### config.mk
export PLATFORM = sky130hd
export DESIGN_NAME = output_tile_writer
export DESIGN_NICKNAME = d
export VERILOG_FILES = /design/src/rtl/output_tile_writer.sv
export SDC_FILE = /design/constraint.sdc
export NUM_CORES = 1
export LEC_CHECK = 0
export ABC_CLOCK_PERIOD_IN_PS = 8100
export BUFFER_PORTS_ARGS = -buffer_cell sky130_fd_sc_hd__clkbuf_2
export CAP_MARGIN = 20
export CORE_ASPECT_RATIO = 0.6
export CORE_MARGIN = 2
export CORE_UTILIZATION = 59
export CTS_BUF_LIST = sky130_fd_sc_hd__clkbuf_16
export DETAILED_ROUTE_END_ITERATION = 10
export MAX_ROUTING_LAYER = met4
export PLACE_DENSITY = 0.89
export SLEW_MARGIN = 0
export SYNTH_ARGS = -nofsm -noshare
export SYNTH_HDL_FRONTEND = slang
export SYNTH_SLANG_ARGS = --single-unit
### constraint.sdc
create_clock -name clk -period 8.1 [get_ports clk]
set_input_delay 1.62 -clock clk [delete_from_list [all_inputs] [get_ports clk]]
set_output_delay 1.62 -clock clk [all_outputs]
set_load 0.005 [all_outputs]
### src/rtl/output_tile_writer.sv
// output_tile_writer
//   Buffers packed 4x4 int8 tiles in a small FIFO and writes each tile into
//   activation memory as four 32-bit words, one per tile row.
//
// Ports
//   clk, reset      rising-edge clock; asynchronous active-high reset
//   in_valid        one-cycle pulse, tile present on in_data/in_row/in_col
//   in_data         packed tile (2x2 quadrant-major byte order, byte 0 at MSB)
//   in_row, in_col  tile origin in the feature map
//   words_per_row   32-bit words per feature-map row (static while busy)
//   base_addr       word address of map pixel (0,0) (static while busy)
//   mem_ready       memory accepts the presented write this cycle
//   mem_we          write request
//   mem_addr        word address of the write
//   mem_wdata       four pixels of one tile row, column 0 in the low byte
//   idle            FIFO empty and writer idle
//   overflow        sticky, a tile was dropped because the FIFO was full
//   misaligned      sticky, a tile arrived with in_col[1:0] != 0
//   tiles_written   count of completely written tiles (wraps)
module output_tile_writer #(
   parameter int MAX_N      = 64,
   parameter int N_BITS     = $clog2(MAX_N),
   parameter int ADDR_W     = 16,
   parameter int FIFO_DEPTH = 2
) (
   input  logic              clk,
   input  logic              reset,
   input  logic              in_valid,
   input  logic [127:0]      in_data,
   input  logic [N_BITS-1:0] in_row,
   input  logic [N_BITS-1:0] in_col,
   input  logic [ADDR_W-1:0] words_per_row,
   input  logic [ADDR_W-1:0] base_addr,
   input  logic              mem_ready,
   output logic              mem_we,
   output logic [ADDR_W-1:0] mem_addr,
   output logic [31:0]       mem_wdata,
   output logic              idle,
   output logic              overflow,
   output logic              misaligned,
   output logic [15:0]       tiles_written
);

   localparam int PTR_W  = (FIFO_DEPTH > 1) ? $clog2(FIFO_DEPTH) : 1;
   localparam int CNT_W  = $clog2(FIFO_DEPTH + 1);
   localparam int PROD_W = ADDR_W + N_BITS + 2;

   typedef enum logic {ST_IDLE, ST_WRITE} state_t;

   state_t            state;
   logic [1:0]        r;

   logic [127:0]      fifo_data_p0 [FIFO_DEPTH];
   logic [N_BITS-1:0] fifo_row_p0  [FIFO_DEPTH];
   logic [N_BITS-1:0] fifo_col_p0  [FIFO_DEPTH];
   logic [PTR_W-1:0]  rd_ptr;
   logic [PTR_W-1:0]  wr_ptr;
   logic [PTR_W-1:0]  rd_ptr_nxt;
   logic [CNT_W-1:0]  count;

   logic              accept_wr;
   logic              pop;
   logic              full;
   logic              push;
   logic              has_next;

   logic [127:0]      sel_data;
   logic [N_BITS-1:0] sel_row;
   logic [N_BITS-1:0] sel_col;
   logic [1:0]        sel_r;
   logic [ADDR_W-1:0] nxt_addr_p0;
   logic [31:0]       nxt_wdata_p0;

   function automatic logic [PTR_W-1:0] ptr_inc(input logic [PTR_W-1:0] p);
      if (p == PTR_W'(FIFO_DEPTH - 1)) return '0;
      return p + PTR_W'(1);
   endfunction

   // Row index gets two extra bits so origin + 3 never wraps at MAX_N;
   // the final sum is taken modulo 2^ADDR_W.
   function automatic logic [ADDR_W-1:0] calc_addr(
      input logic [ADDR_W-1:0] base,
      input logic [ADDR_W-1:0] wpr,
      input logic [N_BITS-1:0] row,
      input logic [N_BITS-1:0] col,
      input logic [1:0]        rr
   );
      logic [N_BITS+1:0] row_sum;
      logic [PROD_W-1:0] prod;
      row_sum = {2'b00, row} + {{N_BITS{1'b0}}, rr};
      prod    = {{ADDR_W{1'b0}}, row_sum} * {{(N_BITS+2){1'b0}}, wpr};
      return base + prod[ADDR_W-1:0] + ADDR_W'(col >> 2);
   endfunction

   // Tile bytes are stored quadrant-major: byte k = 4*chunk + within, with
   // chunk selecting the 2x2 quadrant and within the pixel inside it.
   // Pixels are int8 but only moved, never altered.
   function automatic logic [31:0] row_word(input logic [127:0] tile,
                                            input logic [1:0]   rr);
      logic [31:0]       w;
      logic signed [7:0] pix;
      int                k;
      w = '0;
      for (int c = 0; c < 4; c++) begin
         k   = 8 * int'(rr[1]) + 4 * (c >> 1) + 2 * int'(rr[0]) + (c & 1);
         pix = tile[127 - 8*k -: 8];
         w[8*c +: 8] = pix;
      end
      return w;
   endfunction

   // A full FIFO still accepts a push when the head is retired the same cycle.
   assign accept_wr  = mem_we & mem_ready;
   assign pop        = accept_wr & (r == 2'd3);
   assign full       = (count == CNT_W'(FIFO_DEPTH));
   assign push       = in_valid & (~full | pop);
   assign has_next   = (count > CNT_W'(1)) | push;
   assign rd_ptr_nxt = ptr_inc(rd_ptr);
   assign idle       = (state == ST_IDLE) && (count == '0);

   // Stage p0: FIFO storage, data only
   always_ff @(posedge clk) begin
      if (push) begin
         fifo_data_p0[wr_ptr] <= in_data;
         fifo_row_p0[wr_ptr]  <= in_row;
         fifo_col_p0[wr_ptr]  <= in_col;
      end
   end

   always_ff @(posedge clk or posedge reset) begin
      if (reset) begin
         rd_ptr <= '0;
         wr_ptr <= '0;
         count  <= '0;
      end else begin
         if (push) wr_ptr <= ptr_inc(wr_ptr);
         if (pop)  rd_ptr <= rd_ptr_nxt;
         case ({push, pop})
            2'b10:   count <= count + CNT_W'(1);
            2'b01:   count <= count - CNT_W'(1);
            default: count <= count;
         endcase
      end
   end

   // Choose which entry/row the next presented write refers to. After the
   // last row of a tile the next tile comes from the entry behind the head,
   // or straight from the input when it is being pushed this very cycle.
   always_comb begin
      sel_data = fifo_data_p0[rd_ptr];
      sel_row  = fifo_row_p0[rd_ptr];
      sel_col  = fifo_col_p0[rd_ptr];
      sel_r    = r + 2'd1;
      if (state == ST_IDLE) begin
         sel_r = 2'd0;
      end else if (r == 2'd3) begin
         sel_r = 2'd0;
         if (count > CNT_W'(1)) begin
            sel_data = fifo_data_p0[rd_ptr_nxt];
            sel_row  = fifo_row_p0[rd_ptr_nxt];
            sel_col  = fifo_col_p0[rd_ptr_nxt];
         end else begin
            sel_data = in_data;
            sel_row  = in_row;
            sel_col  = in_col;
         end
      end
   end

   assign nxt_addr_p0  = calc_addr(base_addr, words_per_row, sel_row, sel_col, sel_r);
   assign nxt_wdata_p0 = row_word(sel_data, sel_r);

   // Stage p1: registered write port and status
   always_ff @(posedge clk or posedge reset) begin
      if (reset) begin
         state         <= ST_IDLE;
         r             <= 2'd0;
         mem_we        <= 1'b0;
         mem_addr      <= '0;
         mem_wdata     <= '0;
         overflow      <= 1'b0;
         misaligned    <= 1'b0;
         tiles_written <= '0;
      end else begin
         if (in_valid && !push)                overflow   <= 1'b1;
         if (in_valid && (in_col[1:0] != 2'b00)) misaligned <= 1'b1;
         if (pop) tiles_written <= tiles_written + 16'd1;

         case (state)
            ST_IDLE: begin
               if (count != '0) begin
                  state     <= ST_WRITE;
                  r         <= 2'd0;
                  mem_we    <= 1'b1;
                  mem_addr  <= nxt_addr_p0;
                  mem_wdata <= nxt_wdata_p0;
               end
            end
            ST_WRITE: begin
               // Address/data only move on an accepted write, so they hold
               // through memory stalls.
               if (accept_wr) begin
                  if ((r == 2'd3) && !has_next) begin
                     state  <= ST_IDLE;
                     r      <= 2'd0;
                     mem_we <= 1'b0;
                  end else begin
                     r         <= sel_r;
                     mem_addr  <= nxt_addr_p0;
                     mem_wdata <= nxt_wdata_p0;
                  end
               end
            end
            default: begin
               state  <= ST_IDLE;
               mem_we <= 1'b0;
            end
         endcase
      end
   end

endmodule

==> impl_results.md <==
* Via count of the first global-routing pass at 14310
* Die X at 237.0 um
* Core Footprint at 32220 sq um
* FP Rows at 51
* Initial Util at 59.63%
* Ports at 244
* # clock sinks at 350
* Layout cells sized above 1 at 18.63%
* Crit path kind: reg -> reg
* Hold crit path type: reg -> reg
* Number of synthesized flops with an enable pin at 276
* Max_cap viols at 0
* Status: completed
* Clock Latency Late Sink at 520 ps
* Worst-case reg-to-reg path depth at 28
* Vias at 15400
* Hold buffers post-CTS at 0
* Total die area at 34080 sq um
* Cell mode on critical path: fa_1
* Nets@finish at 2134
* Drt wl/cell at 22.92 um
* IO buf count at 243
* Initial antenna violation count at 17
* Clk root buf: clkbuf_16
* Final Cycle Share at 90.79%
* Gr usage total at 31.41%
* Hold path cells at 1
* Area grow syn2layout at 13.83%
* Via/cell ratio at 6.660
* Buffers plus inverters on the worst setup path at 4
* Syn Area/Cell at 11.42 sq um
* Final hold violations at 0
* Setup Fix Bufs, Post-CTS at 0
* Levels on crit path at 28
* Max-slew violations at 0
* Setup TNS at 0 ps
* Worst Setup SP: count[1]
* Final setup violation count at 0
* Pre-antenna DRT Iters at 5
* R2R setup slack at 750 ps
* Max-slew headroom at 28.11%
* DRC at 0
* Largest net degree at the start of global routing at 139
* Seq/Total Area, Yosys at 52.77%
* RePlAce Congestion at 0.9578
* Fmax at 136.0 MHz
* Critical R2R Launch: count[1]
* Final ANT Viol Nets at 0
* Clk pin slew, worst setup/hold paths at 70 ps
* Crit Path Max Fanout at 23
* Clock skew at 15.38 ps
* Data required, critical path at 8550 ps
* DRT Wirelength at 53.00 mm
* CP delay by family, top: adder cells
* Crit path capture type: flop
* Tmin final at 7354 ps
* Critical path's slowest cell: fa_1
* Initial DRC Count at 2281
* CTS buffer count at 35
* Synthesized area at 19220 sq um
* Global route overflow at 0
* Netlist cell types at 54
* Max stage delay on crit path at 560 ps
* Detailed-placement wirelength estimate at 35.25 mm
* Resize count post-CTS at 0
* Cells after Synth at 1683
* Worst Setup EP: mem_addr[15]
* Type of origin of the critical path: flop
* YS warnings at 0
* First-pass GRT wire length at 79.99 mm
* Clk buf depth at 3
* CTS tree: built
* H-Tree Depth at 2
* Worst EP arrival at 7800 ps
* Synthesized Nets at 1970
* RSZ-0062 raised after global routing: no
* Pin slew with the least headroom to its limit at 1078 ps
* Chip Height at 143.8 um
* FF+latch count, synth at 350
* Prevailing post-synth register cell: edfxtp_1
* Reg2reg end: mem_addr[15]
* Async SR Flop Fraction at 21.14%
==> cells in the final DEF, fill, tap and decap left out, types with 3 or more instances in the layout <==
cell	count
o221ai_1	144
nand2_1	35
xnor2_1	33
and2_1	37
bufinv_16	5
nand3_1	6
fa_1	71
xor2_1	10
mux2_2	6
buf_4	27
clkinv_2	5
and3_1	3
inv_1	111
o22ai_1	131
nor2_1	68
edfxtp_1	276
a21oi_1	54
ha_1	40
nand2b_1	16
dfrtp_1	73
o2bb2ai_2	3
clkbuf_16	37
clkbuf_2	243
diode_2	15
nor2b_1	26
nand4_1	4
o211ai_1	97
o21ai_0	266
clkinv_1	5
==> area by class of cell <==
cell class | count | area, sq um
Antenna cell | 15 | 37.54
Fill cell | 2263 | 10350
Tap cell | 424 | 530.5
Timing Repair Buffer | 271 | 1439
Multi-Input combinational cell | 1083 | 8147
Clock buffer | 37 | 925.9
Inverter | 106 | 399.1
Clock inverter | 26 | 251.5
Sequential cell | 350 | 10140
==> logic make-up (layout without fill, tap and decap cells) <==
group / count (synthesis) / count (layout) / synth area share [%]
mux: 7 / 7 / 0.4037
buf+inv: 250 / 440 / 5.059
simple gates: 209 / 209 / 5.678
compound gates: 712 / 712 / 24.01
flops: 350 / 350 / 52.77
other cells: 0 / 15 / 0
fa+ha+maj: 111 / 111 / 10.00
xor+xnor: 44 / 44 / 2.077
==> state kept, by name, summed over array words and instances, names as in the netlist <==
name and flops:
count 2, fifo_col_p0 8, overflow 1, r 2, mem_we 1, tiles_written 16
mem_wdata 32, wr_ptr 1, state 1, mem_addr 16, fifo_data_p0 256, rd_ptr 1
misaligned 1, fifo_row_p0 12
==> worst register-to-register path: cells and delay by family (launching register included) <==
family,cells,cell delay (ps)
compound gates,8,2110
xor+xnor,2,320
simple gates,6,980
mux,1,150
buf+inv,4,480
flops,1,470
fa+ha+maj,7,2730
==> how the worst min path moves through the flow <==
stage / startpoint / end / slack (ps)
floorplan: misaligned / misaligned / 460
global placement: misaligned / misaligned / 450
detailed placement: misaligned / misaligned / 460
CTS: misaligned / misaligned / 480
global route: misaligned / misaligned / 490
finish: misaligned / misaligned / 470
==> cells in the mapped netlist (all sizes together) (3+ instances only) <==
cell       n  area, sq um
a21oi     54        270.3
and2      38        237.7
and3       4        25.02
buf       24        123.9
clkbuf   120        450.4
dfrtp     74         1852
edfxtp   276         8288
fa        71         1421
ha        40        500.5
inv      106        397.9
mux2       6        67.56
nand2     36        142.6
nand2b    16        100.1
nand3      6        30.03
nand4      4        25.02
nor2      69        259.0
nor2b     27        171.4
nor3       3        20.02
o211ai    97        728.2
o21ai    266         1331
o221ai   145         1276
o22ai    132        825.8
o2bb2ai    3        45.04
xnor2     33        289.0
xor2      10        87.58
==> metrics by stage <==
stage,worst slack (ps),cell area [sq um],hold slack (ps),util (%),cells
2_1_floorplan,706.7,19220,459.0,-,1683
3_3_place_gp,688.7,20660,449.1,64.11,2234
3_5_place_dp,479.1,20660,461.3,64.11,2234
4_1_cts,825.2,21840,478.4,67.76,2297
5_1_grt,346.8,21870,492.8,67.88,2312
6_report,745.7,21870,469.8,67.88,2312
==> routing by layer <==
layer | GRT usage [%] | vias to the layer above | share of wire, %
met5 | - | - | 0
met4 | 11.46 | 0 | 3.8
met3 | 7.491 | 138 | 11
met2 | 43.61 | 842 | 43
met1 | 45.06 | 7565 | 42
li1 | - | 6852 | -
Power is left out: the tool's default activity adds up to more than one toggle a clock period on the data nets, which glitch-free logic cannot reach.
